### config.mk
export PLATFORM = sky130hd
export DESIGN_NAME = cdb_arbiter_flat
export DESIGN_NICKNAME = d
export VERILOG_FILES = /design/src/rtl/cdb_arbiter_pkg.sv /design/src/rtl/cdb_arbiter_if.sv /design/src/rtl/cdb_arbiter_rr_pick.sv /design/src/rtl/cdb_arbiter.sv /design/src/flat_wrapper.sv
export SDC_FILE = /design/constraint.sdc
export NUM_CORES = 1
export LEC_CHECK = 0
export BUFFER_PORTS_ARGS = -buffer_cell sky130_fd_sc_hd__buf_2
export CELL_PAD_IN_SITES_DETAIL_PLACEMENT = 1
export CELL_PAD_IN_SITES_GLOBAL_PLACEMENT = 1
export CORE_UTILIZATION = 44
export DETAILED_ROUTE_END_ITERATION = 10
export GPL_TIMING_DRIVEN = 1
export PLACE_DENSITY_LB_ADDON = 0.15
export RECOVER_POWER = 50
export SLEW_MARGIN = 25
export SYNTH_ARGS = -nofsm -noshare
export SYNTH_HDL_FRONTEND = slang
export SYNTH_HIERARCHICAL = 1
export SYNTH_SLANG_ARGS = --single-unit
### constraint.sdc
create_clock -name clock -period 3.8 [get_ports clock]
set_input_delay 0 -clock clock [delete_from_list [all_inputs] [get_ports clock]]
set_output_delay 0 -clock clock [all_outputs]
set_load 0.02 [all_outputs]
### src/rtl/cdb_arbiter_pkg.sv
// Shared CDB types and constants: broadcast/buffer record layout and result-port numbering.
package cdb_arbiter_pkg;

    localparam int XLEN        = 32;
    localparam int ROB_TAG_LEN = 5;

    typedef struct packed {
        logic                   valid;
        logic [ROB_TAG_LEN-1:0] rob_tag;
        logic [XLEN-1:0]        value;
    } CDB_DATA;

    // Same layout as the broadcast; one of these sits in each per-port holding buffer.
    typedef struct packed {
        logic                   valid;
        logic [ROB_TAG_LEN-1:0] rob_tag;
        logic [XLEN-1:0]        value;
    } CDB_REQ;

    localparam int CDB_NUM_REQ = 4;
    localparam int CDB_ALU     = 0;
    localparam int CDB_MULT    = 1;
    localparam int CDB_LD      = 2;
    localparam int CDB_BR      = 3;

endpackage

### src/rtl/cdb_arbiter_if.sv
// Result-port and broadcast bundle between the functional units and the CDB arbiter.
interface cdb_arbiter_if
    import cdb_arbiter_pkg::*;
#(
    parameter int NUM_REQ = CDB_NUM_REQ
) ();
    localparam int PTR_W = $clog2(NUM_REQ);

    logic [NUM_REQ-1:0]                  req_valid;
    logic [NUM_REQ-1:0][XLEN-1:0]        req_value;
    logic [NUM_REQ-1:0][ROB_TAG_LEN-1:0] req_rob_tag;
    logic [NUM_REQ-1:0]                  req_ready;
    logic [NUM_REQ-1:0]                  squash_mask;
    CDB_DATA                             cdb_data;
    logic [PTR_W-1:0]                    grant_idx;
    logic [NUM_REQ-1:0]                  buf_occupied;

    // The arbiter owns the bus side; producers and the flush logic drive the other.
    modport master (
        input  req_valid, req_value, req_rob_tag, squash_mask,
        output req_ready, cdb_data, grant_idx, buf_occupied
    );

    modport slave (
        output req_valid, req_value, req_rob_tag, squash_mask,
        input  req_ready, cdb_data, grant_idx, buf_occupied
    );
endinterface

### src/rtl/cdb_arbiter_rr_pick.sv
// Combinational round-robin picker: first set bit of eligible at or after rr_ptr, wrapping.
module rr_pick #(
    parameter int NUM_REQ = 4,
    parameter int PTR_W   = $clog2(NUM_REQ)
) (
    input  logic [NUM_REQ-1:0] eligible,
    input  logic [PTR_W-1:0]   rr_ptr,
    output logic [NUM_REQ-1:0] grant,
    output logic [PTR_W-1:0]   grant_idx,
    output logic               any_grant
);
    int               sum;
    logic [PTR_W-1:0] sel;

    always_comb begin
        grant     = '0;
        grant_idx = '0;
        any_grant = 1'b0;
        sum       = 0;
        sel       = '0;
        for (int k = 0; k < NUM_REQ; k++) begin
            // Modular add that also works when NUM_REQ is not a power of two.
            sum = int'(rr_ptr) + k;
            if (sum >= NUM_REQ) begin
                sum = sum - NUM_REQ;
            end
            sel = PTR_W'(sum);
            if (!any_grant && eligible[sel]) begin
                grant[sel] = 1'b1;
                grant_idx  = sel;
                any_grant  = 1'b1;
            end
        end
    end
endmodule

### src/rtl/cdb_arbiter.sv
// Common Data Bus arbiter: one holding buffer per result port, round-robin grant into
// a registered broadcast, per-port squash of wrong-path results.
module cdb_arbiter
    import cdb_arbiter_pkg::*;
#(
    parameter int NUM_REQ = CDB_NUM_REQ
) (
    input  logic          clock,
    input  logic          reset,
    cdb_arbiter_if.master bus
);
    localparam int PTR_W = $clog2(NUM_REQ);

    CDB_REQ             buf_reg [NUM_REQ];
    logic [NUM_REQ-1:0] eligible;
    logic [NUM_REQ-1:0] grant;
    logic [NUM_REQ-1:0] ready;
    logic [NUM_REQ-1:0] accept;
    logic [PTR_W-1:0]   pick_idx;
    logic               any_grant;
    logic [PTR_W-1:0]   rr_ptr_reg;
    logic [PTR_W-1:0]   grant_idx_reg;
    CDB_DATA            cdb_data_reg;

    rr_pick #(
        .NUM_REQ (NUM_REQ),
        .PTR_W   (PTR_W)
    ) u_rr_pick (
        .eligible  (eligible),
        .rr_ptr    (rr_ptr_reg),
        .grant     (grant),
        .grant_idx (pick_idx),
        .any_grant (any_grant)
    );

    // Ready looks only at buffer state and squash, never at req_valid.
    generate
        for (genvar gi = 0; gi < NUM_REQ; gi++) begin : g_port
            assign eligible[gi]         = buf_reg[gi].valid & ~bus.squash_mask[gi];
            assign ready[gi]            = ~bus.squash_mask[gi] & (~buf_reg[gi].valid | grant[gi]);
            assign accept[gi]           = bus.req_valid[gi] & ready[gi];
            assign bus.buf_occupied[gi] = buf_reg[gi].valid;
        end
    endgenerate

    assign bus.req_ready = ready;
    assign bus.cdb_data  = cdb_data_reg;
    assign bus.grant_idx = grant_idx_reg;

    always_ff @(posedge clock) begin
        if (reset) begin
            for (int i = 0; i < NUM_REQ; i++) begin
                buf_reg[i] <= '0;
            end
        end else begin
            for (int i = 0; i < NUM_REQ; i++) begin
                if (accept[i]) begin
                    // Tag 0 was never allocated in the ROB: ack it but keep the slot empty.
                    buf_reg[i].valid   <= (bus.req_rob_tag[i] != '0);
                    buf_reg[i].rob_tag <= bus.req_rob_tag[i];
                    buf_reg[i].value   <= bus.req_value[i];
                end else if (grant[i] || bus.squash_mask[i]) begin
                    buf_reg[i].valid <= 1'b0;
                end
            end
        end
    end

    always_ff @(posedge clock) begin
        if (reset) begin
            cdb_data_reg  <= '0;
            grant_idx_reg <= '0;
            rr_ptr_reg    <= '0;
        end else if (any_grant) begin
            cdb_data_reg.valid   <= 1'b1;
            cdb_data_reg.rob_tag <= buf_reg[pick_idx].rob_tag;
            cdb_data_reg.value   <= buf_reg[pick_idx].value;
            grant_idx_reg        <= pick_idx;
            rr_ptr_reg           <= (pick_idx == PTR_W'(NUM_REQ - 1)) ? '0 : pick_idx + PTR_W'(1);
        end else begin
            cdb_data_reg.valid <= 1'b0;
        end
    end
endmodule

### src/flat_wrapper.sv
// flat-port wrapper written by rule: the top's interface ports become plain ports
module cdb_arbiter_flat import cdb_arbiter_pkg::*;
#(
    parameter int NUM_REQ = CDB_NUM_REQ
)
  (clock, reset, bus_req_valid, bus_req_value, bus_req_rob_tag, bus_squash_mask, bus_req_ready, bus_cdb_data, bus_grant_idx, bus_buf_occupied);
  cdb_arbiter_if #(.NUM_REQ(NUM_REQ)) bus_i ();
  input  logic clock;
  input  logic reset;
  input wire logic [$bits(bus_i.req_valid)-1:0] bus_req_valid;
  input wire logic [$bits(bus_i.req_value)-1:0] bus_req_value;
  input wire logic [$bits(bus_i.req_rob_tag)-1:0] bus_req_rob_tag;
  input wire logic [$bits(bus_i.squash_mask)-1:0] bus_squash_mask;
  output wire logic [$bits(bus_i.req_ready)-1:0] bus_req_ready;
  output wire logic [$bits(bus_i.cdb_data)-1:0] bus_cdb_data;
  output wire logic [$bits(bus_i.grant_idx)-1:0] bus_grant_idx;
  output wire logic [$bits(bus_i.buf_occupied)-1:0] bus_buf_occupied;
  assign bus_i.req_valid = bus_req_valid;
  assign bus_i.req_value = bus_req_value;
  assign bus_i.req_rob_tag = bus_req_rob_tag;
  assign bus_i.squash_mask = bus_squash_mask;
  assign bus_req_ready = bus_i.req_ready;
  assign bus_cdb_data = bus_i.cdb_data;
  assign bus_grant_idx = bus_i.grant_idx;
  assign bus_buf_occupied = bus_i.buf_occupied;
  cdb_arbiter #(.NUM_REQ(NUM_REQ)) u_core (.clock(clock), .reset(reset), .bus(bus_i));
endmodule
Yosys cells after proc, flatten, opt, wreduce, memory -nomap -nowiden
Memory sizes are Yosys's and may differ from the RTL's. A register that Yosys moved wholly into a read port is not among the register bits.
Cells that the tools add are included.
W data, S select, Z words.
Cells by class
  add/subtract/negate cells: 8
  $lt $le $gt $ge: 12
  equality and inequality tests: 1
  multiplexer cells: 80
  bitwise operators: 43
  reduce and logical (&&, ||, !) cells: 18
Operator list (count)
  $mux W32: 4
  $mux W1: 51
  $mux W5: 4
  $or A1 B1 Y1: 20
  $reduce_bool A5 Y1: 4
  $mux W2: 9
  $mux W4: 4
  $and A1 B1 Y1: 12
  $lt A2 B3 Y1 const B: 4
  $or A4 B4 Y4: 3
  $ge A3 B3 Y1 const B: 3
  $bmux W1 S2: 4
  $demux W1 S2: 4
  $ge A2 B1 Y1 const B: 4
  $not A1 Y1: 8
  $sub A2 B1 Y2 const B: 4
  $logic_and A1 B1 Y1: 7
  $add A2 B2 Y3 const B: 2
  $logic_or A1 B1 Y1: 4
  $add A2 B1 Y3 const B: 1
  $ge A2 B3 Y1 const B: 1
  $logic_not A1 Y1: 3
  $add A2 B1 Y2 const B: 1
  $eq A2 B2 Y1 const B: 1
Storage, ports and cells
  bits in registers: 5
  memory bits (writable): 152
  input port bits: 158
  output and inout port bits: 48
  word-level logic and storage cells: 166
  memories kept: 1
Memory list
  u_core.buf_reg: depth 4, bits a word 38, read ports 5, clocked after memory_dff 1, write ports 4, RTL line cdb_arbiter.sv:14  | CDB_REQ buf_reg [NUM_REQ];

Longest topological paths before layout
  word-level depth: 22
  gate-level depth with buffers: 13
  gate-level depth less buffers: 10

Modules after synthesis
Netlist, hierarchy kept.
Modules (own cells, without submodules)
  cdb_arbiter: instances 1, cells each 543, area each 8262.9 um2
  rr_pick: instances 1, cells each 45, area each 421.7 um2

Least setup slack after synthesis
Ideal clock, no wire load.
  path kind: register to register
  start: reg u_core.rr_ptr_reg[0]
  end: mem u_core/buf_reg[0][0] (netlist bit), enable pin
  library setup time: 0.393 ns
  arrival time: 3.342 ns
  required time: 3.407 ns
  path slack: 0.065 ns
  cell stages (with the launch flop): 12
  path buffers: 2
  clock period less this slack: 3.735 ns
  cell sequence: dfxtp_1 > buf_6 > inv_1 > ha_1 > mux4_2 > buf_6 > nor4b_4 > a22oi_1 > o21ai_0 > inv_1 > a21oi_1 > a21o_1
RTL lines
  start: declaration: RTL line cdb_arbiter.sv:21  | logic [PTR_W-1:0] rr_ptr_reg;
  start signal: assignment: RTL line cdb_arbiter.sv:79  | rr_ptr_reg <= (pick_idx == PTR_W'(NUM_REQ - 1)) ? '0 : pick_idx + PTR_W'(1);
  end: declaration: RTL line cdb_arbiter.sv:14

==> results.sh <==
export IMPL_num_vias=6301
export IMPL_powerDensity_mw_per_mm2=570
export IMPL_post_dp_hpwl_um=15700
export IMPL_drv_slew=43
export IMPL_firstDrtPassIters=5
export IMPL_io_pins=206
export IMPL_largest_register_ffs=152
export IMPL_setup_viol=0
export IMPL_synth_cells=588
export IMPL_cp_arrival_ps=3870
export IMPL_cts_buffers_inserted=17
export IMPL_crit_end="u_core/buf_reg[3][12]"
export IMPL_worstPathRequired_ps=4090
export IMPL_die_area_mm2=0.0203
export IMPL_min_from="bus_req_valid[0]"
export IMPL_cts_buffer_depth=2
export IMPL_cts_tree="done"
export IMPL_nets=1107
export IMPL_p_total_mw=6.87
export IMPL_grt_pass1_wl_um=41300
export IMPL_cts_setup_buffers=0
export IMPL_critPathKind="reg -> reg"
export IMPL_area_delta_synth_final_pct=38.7
export IMPL_core_mm2=0.0194
export IMPL_ff2ff_setup_slack_ps=220
export IMPL_cts_root_buffer="clkbuf_16"
export IMPL_crit_cells=10
export IMPL_antenna_found_initial=0
export IMPL_crit_chain="inv_1 > ha_1 > mux4_2 > nor4b_4 > a22oi_1 > o21ai_0 > inv_1 > a2111oi_2 > clkbuf_2 > and2_0"
export IMPL_grtUsageTotal=0.283
export IMPL_grt_max_degree=43
export IMPL_rr_endpoint="u_core/buf_reg[3][12]"
export IMPL_startpoint="u_core/rr_ptr_reg[1]"
export IMPL_seq_area_frac_synth=0.622
export IMPL_cp_max_fo=14
export IMPL_drc=0
export IMPL_grt_pass1_vias=7338
export IMPL_drt_first_iter_violations=265
export IMPL_holdCritPathClass="in -> reg"
export IMPL_tightest_slew_ps=1600
export IMPL_relSlewSlack=-0.0694
export IMPL_tns_ps=0
export IMPL_dieWidth_um=142
export IMPL_status="finished, violations left"
export IMPL_reg2reg_depth=10
export IMPL_rows=51
export IMPL_yosys_warnings=6
export IMPL_cts_sinks=194
export IMPL_path_clk_slew_ps=70
export IMPL_setup_slack_ps=217
export IMPL_final_common_cell="buf_2"
export IMPL_peakVddDrop_v=0.000434
export IMPL_syn_area_per_cell_um2=14.8
export IMPL_cp_start_kind="flip-flop"
export IMPL_die_y_um=142
export IMPL_max_cap_violations=1
export IMPL_cp_slowest_cell="dfxtp_1"
export IMPL_ant_nets=0
export IMPL_violations="max-capacitance violations, max-slew violations"
export IMPL_drive_above_1_share=0.273
export IMPL_place_congestion=0.829
export IMPL_period_share=0.943
export IMPL_worst_path_buf_inv=3
export IMPL_leakage_nw=4.78
export IMPL_drt_wl_total_um=27300
export IMPL_hold_viol_final=0
export IMPL_numPortBuffers=205
export IMPL_rsz0062_at_grt="no"
export IMPL_detail_route_wl_per_cell_um=22.4
export IMPL_timing_hold_ws_ps=60.7
export IMPL_synth_seq_cells=194
export IMPL_synth_fp_nets=752
export IMPL_dp_cells=1036
export IMPL_htree_levels=4
export IMPL_cp_slowest_stage_delay_ps=530
export IMPL_yosys_cell_types_count=33
export IMPL_final_cell_mix="buf_2, dlygate4sd3_1, edfxtp_1, and2_1, clkbuf_1"
export IMPL_vias_per_cell=5.16
export IMPL_cp_top_family="compound AO/OA/AOI/OAI gates"
export IMPL_dp_slack_ps=331
export IMPL_fmax_mhz=279
export IMPL_layout_cells_non_filler=1221
export IMPL_netlist_area_mm2=0.00868
export IMPL_crit_top_cell="inv_1"
export IMPL_finalClockSkew_ps=12.9
export IMPL_fin_crit_ps=3580
export IMPL_r2r_start="u_core/rr_ptr_reg[1]"
export IMPL_start_util=0.448
export IMPL_grt_overflow_total=0
export IMPL_clock_latency_ps=440
export IMPL_diodes=0
export IMPL_end_kind="flip-flop"
-- layout make-up --
| class | count | area (um2) |
|---|---|---|
| Fill cell | 1978 | 7350 |
| Sequential cell | 194 | 5410 |
| Multi-Input combinational cell | 341 | 3030 |
| Timing Repair Buffer | 378 | 2670 |
| Clock buffer | 18 | 429 |
| Tap cell | 265 | 332 |
| Clock inverter | 14 | 143 |
| Inverter | 11 | 41.3 |
-- power breakdown --
part	internal, mW	total (mW)	switching (mW)
registers	2.61	2.78	0.165
logic	1.07	2.34	1.27
clock network	0.876	1.75	0.873
total	4.56	6.87	2.31
-- metal layers --
metal,GRT usage,vias to the layer above,share of wire,wire length (um)
li1,-,2850,-,-
met1,0.305,3202,0.38,10300
met2,0.537,208,0.56,15300
met3,0.0579,41,0.040,1100
met4,0.109,0,0.021,567
met5,0,-,0,0
-- logic make-up (layout without fill, tap and decap cells) --
kind of cell    after synthesis  in the layout  share of synthesized area
fa+ha+maj                     6              6                    0.00864
flops                       194            194                      0.622
simple gates                213            213                      0.143
buf+inv                      53            421                     0.0318
compound gates               37             37                     0.0365
mux                          85             85                      0.158
-- how the worst min path moves through the flow --
stage / to / slack, ps / cells after the start
finish: u_core/buf_reg[0][37] / 60 / 3
global route: u_core/buf_reg[1][37] / 80 / 3
CTS: u_core/buf_reg[1][37] / 7 / 3
detailed placement: u_core/buf_reg[1][9] / 280 / 2
global placement: u_core/buf_reg[3][21] / 280 / 2
floorplan: bus_req_ready[0] / 80 / 1
-- tightest hold or removal path, delay by kind of cell --
family	cells	cell delay [ps]
compound gates	1	170
buf+inv	2	180
-- synth_stat cells --
cell,count,area share
a21o_1,4,0.0035
mux2_2,1,0.0013
ha_1,6,0.0086
dfxtp_1,42,0.097
clkbuf_2,12,0.0069
nand2b_1,2,0.0014
mux4_1,2,0.0061
o31ai_1,1,0.00086
nor2_1,45,0.019
buf_2,8,0.0046
mux2i_1,43,0.050
buf_4,6,0.0052
edfxtp_1,152,0.53
a22oi_1,8,0.0069
a2111oi_2,1,0.0017
o221ai_1,1,0.0010
a32o_1,1,0.0012
o21a_1,4,0.0035
nor3_1,5,0.0029
a2111oi_4,3,0.0095
inv_1,11,0.0048
o211ai_1,1,0.00086
mux4_2,39,0.10
a21oi_1,4,0.0023
nor4_1,1,0.00072
nor4b_4,1,0.0027
o21ai_0,9,0.0052
clkbuf_1,12,0.0052
nor2b_1,6,0.0043
and2b_2,1,0.0010
buf_6,4,0.0052
or4_1,4,0.0035
and2_1,148,0.11
-- per-stage QoR --
stage	area (um2)	utilization
after CTS	12200	0.626
final	12000	0.621
after global routing	12000	0.621
after detailed placement	10000	0.518
after floorplan	8680	-
after global placement	10000	0.518
-- timing repair --
item                      in CTS  in global routing
hold buffers                 153                  0
gates resized for setup        0                  0
hold endpoints to repair     156                  0
No activity file was read; power rests on OpenSTA's default activity.
